[config.mk]
export PLATFORM = sky130hd
export DESIGN_NAME = logic_unit_arbiter_flat
export DESIGN_NICKNAME = d
export VERILOG_FILES = /design/src/rtl/lu_pkg.sv /design/src/rtl/logic_unit_arbiter_if.sv /design/src/rtl/nand_logic_16.sv /design/src/rtl/logic_unit_arbiter.sv /design/src/flat_wrapper.sv
export SDC_FILE = /design/constraint.sdc
export NUM_CORES = 1
export LEC_CHECK = 0
export ABC_CLOCK_PERIOD_IN_PS = 5000
export CAP_MARGIN = 20
export CORE_UTILIZATION = 50
export CTS_CLUSTER_SIZE = 40
export DETAILED_ROUTE_END_ITERATION = 7
export PLACE_DENSITY_LB_ADDON = 0.15
export SKIP_LAST_GASP = 1
export SYNTH_ARGS = -nofsm -noshare
export SYNTH_HDL_FRONTEND = slang
export SYNTH_SLANG_ARGS = --single-unit
[constraint.sdc]
create_clock -name clk -period 5 [get_ports clk]
set_input_delay 1.5 -clock clk [delete_from_list [all_inputs] [get_ports clk]]
set_output_delay 1.5 -clock clk [all_outputs]
set_load 0.02 [all_outputs]
[src/rtl/lu_pkg.sv]
// Shared definitions for the logic unit arbiter cluster.
//   lu_op_e    : opcode encoding of the shared bitwise logic unit
//   lu_state_e : arbiter sequencing states (grant, execute, respond)
//   LU_W       : default operand/result width
package lu_pkg;

  localparam int unsigned LU_W = 16;

  typedef enum logic [1:0] {
    LU_OR   = 2'b00,
    LU_AND  = 2'b01,
    LU_NAND = 2'b10,
    LU_XOR  = 2'b11
  } lu_op_e;

  typedef enum logic [1:0] {
    StIdle = 2'b00,
    StExec = 2'b01,
    StResp = 2'b10
  } lu_state_e;

endpackage

[src/rtl/logic_unit_arbiter_if.sv]
// Request/response bundle between NREQ requesters and the logic unit arbiter.
//   req/op/a/b : per-requester request level, opcode and operands (packed, requester i at slot i)
//   gnt        : one-hot grant pulse
//   rsp_*      : valid/ready result channel tagged with the owning requester index
// Modports: master = requesters and result consumer, slave = arbiter.
interface logic_unit_arbiter_if #(
  parameter int unsigned NREQ = 4,
  parameter int unsigned W    = 16
);
  localparam int unsigned IDW = $clog2(NREQ);

  logic [NREQ-1:0]   req;
  logic [2*NREQ-1:0] op;
  logic [W*NREQ-1:0] a;
  logic [W*NREQ-1:0] b;
  logic [NREQ-1:0]   gnt;
  logic              rsp_valid;
  logic              rsp_ready;
  logic [IDW-1:0]    rsp_id;
  logic [W-1:0]      rsp_y;

  modport master (
    output req, op, a, b, rsp_ready,
    input  gnt, rsp_valid, rsp_id, rsp_y
  );

  modport slave (
    input  req, op, a, b, rsp_ready,
    output gnt, rsp_valid, rsp_id, rsp_y
  );

endinterface

[src/rtl/nand_logic_16.sv]
// Combinational bitwise logic unit built from two-input NAND terms only.
//   op_i : opcode (OR, AND, NAND, XOR)
//   a_i  : operand A
//   b_i  : operand B
//   y_o  : selected result
module nand_logic_16
  import lu_pkg::*;
#(
  parameter int unsigned W = LU_W
) (
  input  lu_op_e       op_i,
  input  logic [W-1:0] a_i,
  input  logic [W-1:0] b_i,
  output logic [W-1:0] y_o
);

  logic [W-1:0] nab, na, nb, and_w, or_w, xa, xb, xor_w;

  assign nab   = ~(a_i & b_i);
  assign na    = ~(a_i & a_i);
  assign nb    = ~(b_i & b_i);
  assign and_w = ~(nab & nab);
  assign or_w  = ~(na & nb);
  // Classic four-NAND XOR sharing the a/b NAND term.
  assign xa    = ~(a_i & nab);
  assign xb    = ~(b_i & nab);
  assign xor_w = ~(xa & xb);

  always_comb begin
    y_o = '0;
    unique case (op_i)
      LU_OR:   y_o = or_w;
      LU_AND:  y_o = and_w;
      LU_NAND: y_o = nab;
      LU_XOR:  y_o = xor_w;
      default: y_o = '0;
    endcase
  end

endmodule

[src/rtl/logic_unit_arbiter.sv]
// Round-robin arbiter sharing one nand_logic_16 among NREQ requesters.
// Each operation runs grant (IDLE) -> execute (EXEC) -> respond (RESP); one in flight.
//   clk  : rising-edge clock
//   rst  : asynchronous active-high reset
//   bus  : logic_unit_arbiter_if slave (req/op/a/b in, gnt and rsp_* out, rsp_ready in)
// Build option: define LU_ARB_PRIO_EN to give requester 0 fixed absolute priority;
// the remaining requesters then share round-robin and ptr is untouched by requester-0 grants.
module logic_unit_arbiter
  import lu_pkg::*;
#(
  parameter int unsigned NREQ = 4,
  parameter int unsigned W    = LU_W
) (
  input logic                  clk,
  input logic                  rst,
  logic_unit_arbiter_if.slave  bus
);

  localparam int unsigned IDW = $clog2(NREQ);

  lu_state_e      state_q, state_d;
  logic [NREQ-1:0] gnt_q, gnt_d;
  logic           rsp_valid_q, rsp_valid_d;
  logic [IDW-1:0] rsp_id_q, rsp_id_d;
  logic [W-1:0]   rsp_y_q, rsp_y_d;
  logic [IDW-1:0] ptr_q, ptr_d;
  lu_op_e         op_q, op_d;
  logic [W-1:0]   a_q, a_d;
  logic [W-1:0]   b_q, b_d;

  logic [W-1:0]   lu_y;
  logic           win_found;
  logic [IDW-1:0] win_idx;
  logic [NREQ-1:0] req_rr;
  int unsigned    cand;
  int unsigned    nxt;

  nand_logic_16 #(
    .W(W)
  ) u_logic (
    .op_i(op_q),
    .a_i (a_q),
    .b_i (b_q),
    .y_o (lu_y)
  );

  // Winner: first set request at or above ptr, wrapping modulo NREQ.
  always_comb begin
    win_found = 1'b0;
    win_idx   = '0;
    cand      = 0;
    req_rr    = bus.req;
`ifdef LU_ARB_PRIO_EN
    req_rr[0] = 1'b0;
`endif
    for (int unsigned i = 0; i < NREQ; i++) begin
      cand = (i + 32'(ptr_q)) % NREQ;
      if (!win_found && req_rr[cand]) begin
        win_found = 1'b1;
        win_idx   = cand[IDW-1:0];
      end
    end
`ifdef LU_ARB_PRIO_EN
    if (bus.req[0]) begin
      win_found = 1'b1;
      win_idx   = '0;
    end
`endif
  end

  always_comb begin
    state_d     = state_q;
    gnt_d       = '0;
    rsp_valid_d = rsp_valid_q;
    rsp_id_d    = rsp_id_q;
    rsp_y_d     = rsp_y_q;
    ptr_d       = ptr_q;
    op_d        = op_q;
    a_d         = a_q;
    b_d         = b_q;
    nxt         = (32'(win_idx) + 1) % NREQ;

    unique case (state_q)
      StIdle: begin
        if (win_found) begin
          op_d           = lu_op_e'(bus.op[2*32'(win_idx) +: 2]);
          a_d            = bus.a[W*32'(win_idx) +: W];
          b_d            = bus.b[W*32'(win_idx) +: W];
          gnt_d[win_idx] = 1'b1;
          rsp_id_d       = win_idx;
          ptr_d          = nxt[IDW-1:0];
`ifdef LU_ARB_PRIO_EN
          if (win_idx == '0) ptr_d = ptr_q;
`endif
          state_d        = StExec;
        end
      end
      StExec: begin
        rsp_y_d     = lu_y;
        rsp_valid_d = 1'b1;
        state_d     = StResp;
      end
      StResp: begin
        if (bus.rsp_ready) begin
          rsp_valid_d = 1'b0;
          state_d     = StIdle;
        end
      end
      default: state_d = StIdle;
    endcase
  end

  always_ff @(posedge clk or posedge rst) begin
    if (rst) begin
      state_q     <= StIdle;
      gnt_q       <= '0;
      rsp_valid_q <= 1'b0;
      rsp_id_q    <= '0;
      rsp_y_q     <= '0;
      ptr_q       <= '0;
      op_q        <= LU_OR;
      a_q         <= '0;
      b_q         <= '0;
    end else begin
      state_q     <= state_d;
      gnt_q       <= gnt_d;
      rsp_valid_q <= rsp_valid_d;
      rsp_id_q    <= rsp_id_d;
      rsp_y_q     <= rsp_y_d;
      ptr_q       <= ptr_d;
      op_q        <= op_d;
      a_q         <= a_d;
      b_q         <= b_d;
    end
  end

  assign bus.gnt       = gnt_q;
  assign bus.rsp_valid = rsp_valid_q;
  assign bus.rsp_id    = rsp_id_q;
  assign bus.rsp_y     = rsp_y_q;

endmodule

[src/flat_wrapper.sv]
// flat-port wrapper written by rule: the top's interface ports become plain ports
module logic_unit_arbiter_flat import lu_pkg::*;
#(
  parameter int unsigned NREQ = 4,
  parameter int unsigned W    = LU_W
)
  (clk, rst, bus_req, bus_op, bus_a, bus_b, bus_rsp_ready, bus_gnt, bus_rsp_valid, bus_rsp_id, bus_rsp_y);
  logic_unit_arbiter_if #(.NREQ(NREQ), .W(W)) bus_i ();
  input logic clk;
  input logic rst;
  input wire logic [$bits(bus_i.req)-1:0] bus_req;
  input wire logic [$bits(bus_i.op)-1:0] bus_op;
  input wire logic [$bits(bus_i.a)-1:0] bus_a;
  input wire logic [$bits(bus_i.b)-1:0] bus_b;
  input wire logic [$bits(bus_i.rsp_ready)-1:0] bus_rsp_ready;
  output wire logic [$bits(bus_i.gnt)-1:0] bus_gnt;
  output wire logic [$bits(bus_i.rsp_valid)-1:0] bus_rsp_valid;
  output wire logic [$bits(bus_i.rsp_id)-1:0] bus_rsp_id;
  output wire logic [$bits(bus_i.rsp_y)-1:0] bus_rsp_y;
  assign bus_i.req = bus_req;
  assign bus_i.op = bus_op;
  assign bus_i.a = bus_a;
  assign bus_i.b = bus_b;
  assign bus_i.rsp_ready = bus_rsp_ready;
  assign bus_gnt = bus_i.gnt;
  assign bus_rsp_valid = bus_i.rsp_valid;
  assign bus_rsp_id = bus_i.rsp_id;
  assign bus_rsp_y = bus_i.rsp_y;
  logic_unit_arbiter #(.NREQ(NREQ), .W(W)) u_core (.clk(clk), .rst(rst), .bus(bus_i));
endmodule
Word-level counts from Yosys, hierarchy flattened --
Index checks and enable logic that the tools add are counted.
Word-level totals: register bits after elaboration 61, output and inout port bits 23
Operators by class: reduce and logical (&&, ||, !) cells 13, bitwise operators 16, equality and inequality tests 7, shifts and indexed selects 3, muxes and demuxes 26, add/subtract/negate cells 4, $lt $le $gt $ge 6
Operators with widths (count):
- $and 16x16->16 | 8
- $not 16->16 | 8
- $shiftx 64x7->16 | 2
- $pmux 16 s4 | 1
- $lt 2x3->1 const B | 5
- $mux 2 | 6
- $mux 1 | 10
- $bmux 1 s2 | 4
- $mux 4 | 2
- $shiftx 8x4->2 | 1
- $eq 2x2->1 const B | 3
- $pmux 2 s3 | 1
- $reduce_and 2->1 | 3
- $add 2x2->2 const A | 2
- $eq 2x1->1 const B | 2
- $logic_and 1x1->1 | 4
- $logic_not 2->1 | 2
- $logic_not 1->1 | 3
- $add 1x2->2 const A | 1
- $add 2x1->2 const B | 1
- $demux 1 s2 | 1
- $ge 2x1->1 const B | 1
- $ne 2x1->1 const B | 1
- $ne 2x2->1 const B | 1
- other kinds (2) | 2

Longest topological paths before layout --
Gate-level depths: netlist (run 1).
depth in word-level cells 18, depth in mapped cells 7, gate-level depth less buffers 6

Modules after synthesis --
From an unflattened synthesis (run 1), not the netlist that was laid out.
Unflattened totals: cells, all modules 494, area total of the unflattened synthesis 4618.2 um^2
By module, submodules not included:
- logic_unit_arbiter | cells each 328, sequential area each 1526.5 um^2, area each 3398.3 um^2, instances 1
- nand_logic_16 | cells each 166, sequential area each 0.0 um^2, area each 1219.9 um^2, instances 1

Worst setup path before layout (run 1) --
OpenSTA, ideal clock, no wires.
path kind in2reg, start input bus_req[0], end register u_core.a_q[0], slack 2229 ps, path buffers 4, required time 4865 ps, stages on the path 7, arrival time 2636 ps, path through buf_2 nor4_2 or3_1 buf_4 buf_2 buf_2 a32oi_1
Between the ends: longest elaborated chain between the ends 13, elaborated cells between the ends (all ways) 24, classes of those cells shift (1); mux (16); reduce/logical (7)
Ends and longest elaborated chain:
- start, declared | RTL line flat_wrapper.sv:11 | input wire logic [$bits(bus_i.req)-1:0] bus_req;
- $bmux 1 s2 | RTL line logic_unit_arbiter.sv:58 | if (!win_found && req_rr[cand]) begin
- $mux 1 (not written as such) | RTL line logic_unit_arbiter.sv:58
- $mux 1 | RTL line logic_unit_arbiter.sv:58
- $logic_not 1->1 | RTL line logic_unit_arbiter.sv:58
- $logic_and 1x1->1 | RTL line logic_unit_arbiter.sv:58
- $mux 1 | RTL line logic_unit_arbiter.sv:58
- $logic_not 1->1 | RTL line logic_unit_arbiter.sv:58
- $logic_and 1x1->1 | RTL line logic_unit_arbiter.sv:58
- $mux 1 | RTL line logic_unit_arbiter.sv:58
- $logic_not 1->1 | RTL line logic_unit_arbiter.sv:58
- $logic_and 1x1->1 | RTL line logic_unit_arbiter.sv:58
- $mux 2 or $mux 1 (tied branches) | RTL line logic_unit_arbiter.sv:58
- $shiftx 64x7->16 or $reduce_and 2->1 (tied branches)
- end signal, assigned | RTL line logic_unit_arbiter.sv:122 | a_q <= '0;
- end signal, assigned | RTL line logic_unit_arbiter.sv:132 | a_q <= a_d;
- end, declared | RTL line logic_unit_arbiter.sv:28 | logic [W-1:0] a_q, a_d;
Parallel ways exist; a longest one is shown, timed or not. The select of a mux whose other input is x is not followed. A chain may end at the register's enable or synchronous reset.

Final worst setup path (run 1) --
start input bus_req[1], end register u_core.b_q[13]
Between the ends: longest elaborated chain between the ends 13, elaborated cells between the ends (all ways) 24, classes of those cells shift (1); mux (16); reduce/logical (7)
Ends and longest elaborated chain:
- $bmux 1 s2 | RTL line logic_unit_arbiter.sv:58
- $mux 1 (not written as such) | RTL line logic_unit_arbiter.sv:58
- $mux 1 | RTL line logic_unit_arbiter.sv:58
- $logic_not 1->1 | RTL line logic_unit_arbiter.sv:58
- $logic_and 1x1->1 | RTL line logic_unit_arbiter.sv:58
- $mux 1 | RTL line logic_unit_arbiter.sv:58
- $logic_not 1->1 | RTL line logic_unit_arbiter.sv:58
- $logic_and 1x1->1 | RTL line logic_unit_arbiter.sv:58
- $mux 1 | RTL line logic_unit_arbiter.sv:58
- $logic_not 1->1 | RTL line logic_unit_arbiter.sv:58
- $logic_and 1x1->1 | RTL line logic_unit_arbiter.sv:58
- $mux 2 or $mux 1 (tied branches) | RTL line logic_unit_arbiter.sv:58
- $shiftx 64x7->16 or $reduce_and 2->1 (tied branches)
- end signal, assigned | RTL line logic_unit_arbiter.sv:123 | b_q <= '0;
- end signal, assigned | RTL line logic_unit_arbiter.sv:133 | b_q <= b_d;
- end, declared | RTL line logic_unit_arbiter.sv:29 | logic [W-1:0] b_q, b_d;
Parallel ways exist; a longest one is shown, timed or not. The select of a mux whose other input is x is not followed.

==> qor.txt, run 1 <==
Root buffer cell - clkbuf_8
Post-CTS Setup Bufs - 0
Simple-Gate Fraction of Synth Area - 24.3%
Netlist Area Pre-Place - 4830 sq um
CTS tree - built
Hold path depth - 2
Synthesis Warnings - 0
CTS clk-pin slew, worst paths - 80 ps
Critical Path Source Type - input pin
Post-DR wirelength/cell - 18.9 um
Distinct cells, synth - 37
Worst Path Buf+Inv - 2
ANT cells - 0
Max FO, Critical Path - 54
Setup TNS - 0 ps
Fmax - 263 MHz
GPL Wtd Cong - 0.996
CP max-delay cell - clkdlybuf4s50_1
# clock sinks - 61
Mux share of post-synthesis cell area - 0.673%
Top FF cell, synth - dfrtp_1
1st-iter DRT viols - 494
Synth Area in Adders - 8.28%
Die H - 100 um
Post-CTS resize count - 0
Critical setup path kind - in -> reg
Setup Skew - 18.9 ps
Crit path cell chain - clkdlybuf4s50_1 -> nor4_2 -> or3_2 -> buf_4 -> a311oi_1 -> a32oi_1
Final antenna-violating net count - 0
Total Wirelength - 16400 um
Reg2Reg Setup Slack - 2700 ps
Inserted Clock Buffers - 9
IO Port Bufs - 165
I/O pin cnt - 166
Slew Viols, Final - 0
Most common cell after layout, fill and taps aside - clkdlybuf4s50_1
Worst-Margin Slew - 967 ps
Via density - 6.12
Status - finished, final reports clean
Hold buffer count at CTS - 0
Peak supply drop - 508 uV
Initial antenna violation count - 0
Final setup violation count - 0
Synth Net Count - 782
Crit end category - flop
Tcrit/Tclk final - 76.0%
WP data arrival - 4000 ps
Synth Register Bits - 61
Number of flops mapped to enable cells by yosys - 0
RSZ-0062 raised after global routing - no
Skew-Pair Late Insertion Delay - 360 ps
HP Class - reg -> reg
Detail Placement HPWL - 12200 um
# rows - 35
Initial core utilization - 52.1%
PD cells - 531 nW/um^2
Cells after synthesis - 607
XOR/XNOR Fraction of Synth Area - 0%
Post-synthesis sequential area ratio - 31.6%
Clk buf depth - 2
DR pass1 iterations - 7
Fillers - 742
Final Hold Fails - 0
Vias after detailed routing - 5308
Die Wd - 100 um
Min Clock Period, post-route - 3800 ps
WP data required - 5200 ps
Synth Area in Compound Gates - 25.5%
Setup WS pre-CTS - 929 ps
Main combinational cell family by area after synthesis - compound AO/OA/AOI/OAI gates
R2R Path Start - u_core.state_q[1]$_DFFE_PP0P_
Mean Syn Cell Area - 7.96 sq um
Nets - 908
R2R depth - 4
Number of remaining DRC errors - 0
Leakage - 0.00272 uW
Most frequent cells in the layout - clkdlybuf4s50_1, nand2_1, o21ai_0
Number of cells on the critical path - 6
First-pass GRT wire length - 25200 um
Tot GR Track Use - 32.6%
FF-to-FF End - u_core.b_q[13]$_DFFE_PP0P_
Core outline area - 9280 sq um
Area added between synthesis and finish - 37.6%
Number of global-route vias before repair - 4897
Die area - 10100 sq um
Hold wc startpoint - u_core.bus.rsp_y[0]$_DFFE_PP0P_
Power Total - 3530 uW
Worst Hold End - u_core.bus.rsp_y[0]$_DFFE_PP0P_
Share of cells above drive strength 1 - 5.96%
Async SR Flop Fraction - 100%
CP peak stage delay - 760 ps
Slew HR - 35.4%
Largest net degree at the start of global routing - 66
Grt ovf - 0
Htree depth - 3
Min setup slack post-route - 1200 ps
Max Cap Violations - 0
CP top delay family - buffers and inverters
==> worst max-delay path by stage <==
stage | startpoint | end | slack (ps)
global route | bus_req[1] | u_core.b_q[13]$_DFFE_PP0P_ | 1120
finish | bus_req[1] | u_core.b_q[13]$_DFFE_PP0P_ | 1200
detailed placement | bus_req[1] | u_core.b_q[13]$_DFFE_PP0P_ | 930
CTS | bus_req[1] | u_core.b_q[13]$_DFFE_PP0P_ | 1300
floorplan | rst | u_core.a_q[0]$_DFFE_PP0P_ | 1990
global placement | bus_req[1] | u_core.b_q[13]$_DFFE_PP0P_ | 1050
==> worst min-delay path, cell delays in order (launching register included) <==
cell and delay [ps]:
dfrtp_1 340, nand2_1 40, o21ai_0 60
==> final cells by class <==
type | instances | area, sq um | share of cell area, %
Multi-Input combinational cell | 444 | 2840 | 42.7
Timing Repair Buffer | 180 | 1780 | 26.8
Clock buffer | 9 | 124 | 1.86
Clock inverter | 7 | 75.1 | 1.13
Tap cell | 129 | 161 | 2.43
Sequential cell | 61 | 1530 | 22.9
Inverter | 37 | 139 | 2.09
==> Yosys cell counts, types with 3 or more instances <==
cell type,count,area share [%]
a21oi_1,3,0.31
a311oi_1,34,6.2
a31oi_1,37,4.8
a32oi_1,33,6.0
and2_1,34,4.4
buf_2,27,2.8
buf_4,6,0.93
buf_6,4,0.93
clkbuf_1,28,2.2
dfrtp_1,61,32
ha_1,32,8.3
inv_1,36,2.8
nand2_1,104,8.1
nand2b_1,4,0.52
nand4_1,34,4.4
nor2_1,5,0.39
nor2b_1,33,4.3
o21ai_0,65,6.7
o21ai_2,3,0.54
==> through the flow <==
step           utilization (%)  instance area, sq um  std cells  hold slack [ps]
5_1_grt                   71.7                  6650        867              513
3_5_place_dp              69.2                  6430        850              471
3_3_place_gp              69.2                  6430        850              461
6_report                  71.7                  6650        867              481
2_1_floorplan                -                  4830        607              469
4_1_cts                   71.4                  6630        866              487
==> cell families after synthesis <==
| logic type | Yosys count |
|---|---|
| DFF | 61 |
| and+or+nand+nor | 228 |
| buffers and inverters | 102 |
| muxes | 3 |
| AOI/OAI and AO/OA | 181 |
| adders and majority gates | 32 |
==> power by group <==
group | switching (uW) | internal, uW
logic | 1250 | 873
clock network | 221 | 232
registers | 206 | 750
==> flip-flops by register name, indices dropped and copies added (netlist names) <==
signal                cells
u_core.b_q               16
u_core.bus.rsp_id         2
u_core.a_q               16
u_core.bus.gnt            4
u_core.state_q            2
u_core.bus.rsp_y         16
u_core.bus.rsp_valid      1
u_core.ptr_q              2
u_core.op_q               2
==> routing by layer <==
| layer | up-vias | GRT usage, % | part of all wire [%] |
|---|---|---|---|
| met5 | - | 0 | 0 |
| met4 | 0 | 10.5 | 2.6 |
| met3 | 43 | 4.11 | 9.6 |
| met2 | 345 | 52.6 | 47 |
| met1 | 2468 | 45.6 | 41 |
| li1 | 2452 | - | - |
Note: power is estimated with default switching activity, not from simulation.
==> run 2: changes to the inputs <==
- ABC_CLOCK_PERIOD_IN_PS: 5000 -> 3700
- CORE_UTILIZATION: 50 -> 47
- clock period: 5 -> 3.7 ns (I/O delays scaled with it)
==> qor.txt, run 2 (synthesis gave the netlist of run 1 again) <==
ANT cells - 0
Critical Path Source Type - input pin
Peak supply drop - 810 uV
Die Wd - 103 um
Slew HR - 32.5%
Detail Placement HPWL - 12500 um
Worst Hold End - u_core.bus.rsp_y[11]$_DFFE_PP0P_
Most common cell after layout, fill and taps aside - clkdlybuf4s50_1
Hold buffer count at CTS - 0
GPL Wtd Cong - 0.968
WP data arrival - 3270 ps
Most frequent cells in the layout - clkdlybuf4s50_1, nand2_1, o21ai_0
CTS clk-pin slew, worst paths - 60 ps
Hold wc startpoint - u_core.bus.rsp_y[11]$_DFFE_PP0P_
1st-iter DRT viols - 557
Skew-Pair Late Insertion Delay - 360 ps
Reg2Reg Setup Slack - 1160 ps
Max FO, Critical Path - 66
Final Hold Fails - 0
Largest net degree at the start of global routing - 67
Tot GR Track Use - 33.0%
Initial core utilization - 49.0%
Via density - 6.03
Number of remaining DRC errors - 0
Root buffer cell - clkbuf_8
Max Cap Violations - 0
Post-CTS Setup Bufs - 0
Nets - 910
Vias after detailed routing - 5246
Critical setup path kind - in -> reg
WP data required - 3910 ps
FF-to-FF End - u_core.a_q[11]$_DFFE_PP0P_
Fillers - 827
Setup Skew - 13.2 ps
Hold path depth - 2
Die H - 103 um
First-pass GRT wire length - 26100 um
I/O pin cnt - 166
FF+latch area - 1530 sq um
# rows - 36
Post-CTS resize count - 0
Total Wirelength - 17000 um
CTS tree - built
Tcrit/Tclk final - 82.5%
Setup TNS - 0 ps
Grt ovf - 0
Die area - 10700 sq um
Fmax - 328 MHz
HP Class - reg -> reg
Min Clock Period, post-route - 3050 ps
Initial antenna violation count - 0
Worst-Margin Slew - 1010 ps
Slew Viols, Final - 0
Core outline area - 9860 sq um
Number of global-route vias before repair - 4965
R2R Path Start - u_core.ptr_q[0]$_DFFE_PP0P_
Post-DR wirelength/cell - 19.6 um
Crit end category - flop
Final setup violation count - 0
PD cells - 711 nW/um^2
Final antenna-violating net count - 0
R2R depth - 5
Power Total - 4710 uW
# clock sinks - 61
Area added between synthesis and finish - 37.2%
Inserted Clock Buffers - 9
Share of cells above drive strength 1 - 5.83%
DR pass1 iterations - 6
Htree depth - 3
Leakage - 0.00273 uW
Multi-input gate area - 2840 sq um
IO Port Bufs - 165
Clk buf depth - 2
Status - finished, final reports clean
RSZ-0062 raised after global routing - no
==> run 2: cell type report <==
cell class | count | share of cell area [%]
Multi-Input combinational cell | 444 | 42.9
Sequential cell | 61 | 23.0
Clock inverter | 3 | 0.226
Clock buffer | 10 | 2.08
Tap cell | 133 | 2.51
Inverter | 37 | 2.09
Timing Repair Buffer | 182 | 27.2
==> run 2: where the power goes <==
group          leakage (uW)  internal, uW  switching [uW]  total [uW]
logic               0.00193          1200            1660        2860
clock network     0.0000836           246             269         515
registers          0.000715          1010             324        1340
total               0.00273          2460            2250        4710
==> run 2: per-layer routing <==
layer | share of wire, % | up-vias | track usage [%]
met3 | 9.7 | 38 | 8.74
met1 | 43 | 2440 | 46.0
li1 | - | 2450 | -
met5 | 0 | - | 0
met2 | 44 | 318 | 50.0
met4 | 2.5 | 0 | 9.64
==> run 2: worst max-delay path by stage <==
stage,start,endpoint,cells past startpoint,slack [ps]
2_1_floorplan,rst,u_core.a_q[0]$_DFFE_PP0P_,1,1080
3_3_place_gp,bus_req[3],u_core.b_q[4]$_DFFE_PP0P_,6,540
3_5_place_dp,bus_req[3],u_core.b_q[9]$_DFFE_PP0P_,6,380
4_1_cts,bus_req[3],u_core.a_q[11]$_DFFE_PP0P_,6,700
5_1_grt,bus_req[3],u_core.a_q[11]$_DFFE_PP0P_,6,570
6_report,bus_req[3],u_core.a_q[11]$_DFFE_PP0P_,6,650
==> run 2: critical path, stage by stage <==
cell	delay, ps
clkdlybuf4s50_1	680
nor4_2	120
or3_2	540
buf_12	240
a311oi_1	360
a32oi_1	180
==> run 2: through the flow <==
step	worst slack [ps]	instances	hold WS [ps]	area [sq um]	util (%)
floorplan	1080	607	469	4830	-
global route	570	870	512	6630	67.2
finish	648	870	476	6630	67.2
detailed placement	384	857	470	6480	65.7
CTS	703	870	484	6630	67.2
global placement	537	857	460	6480	65.7
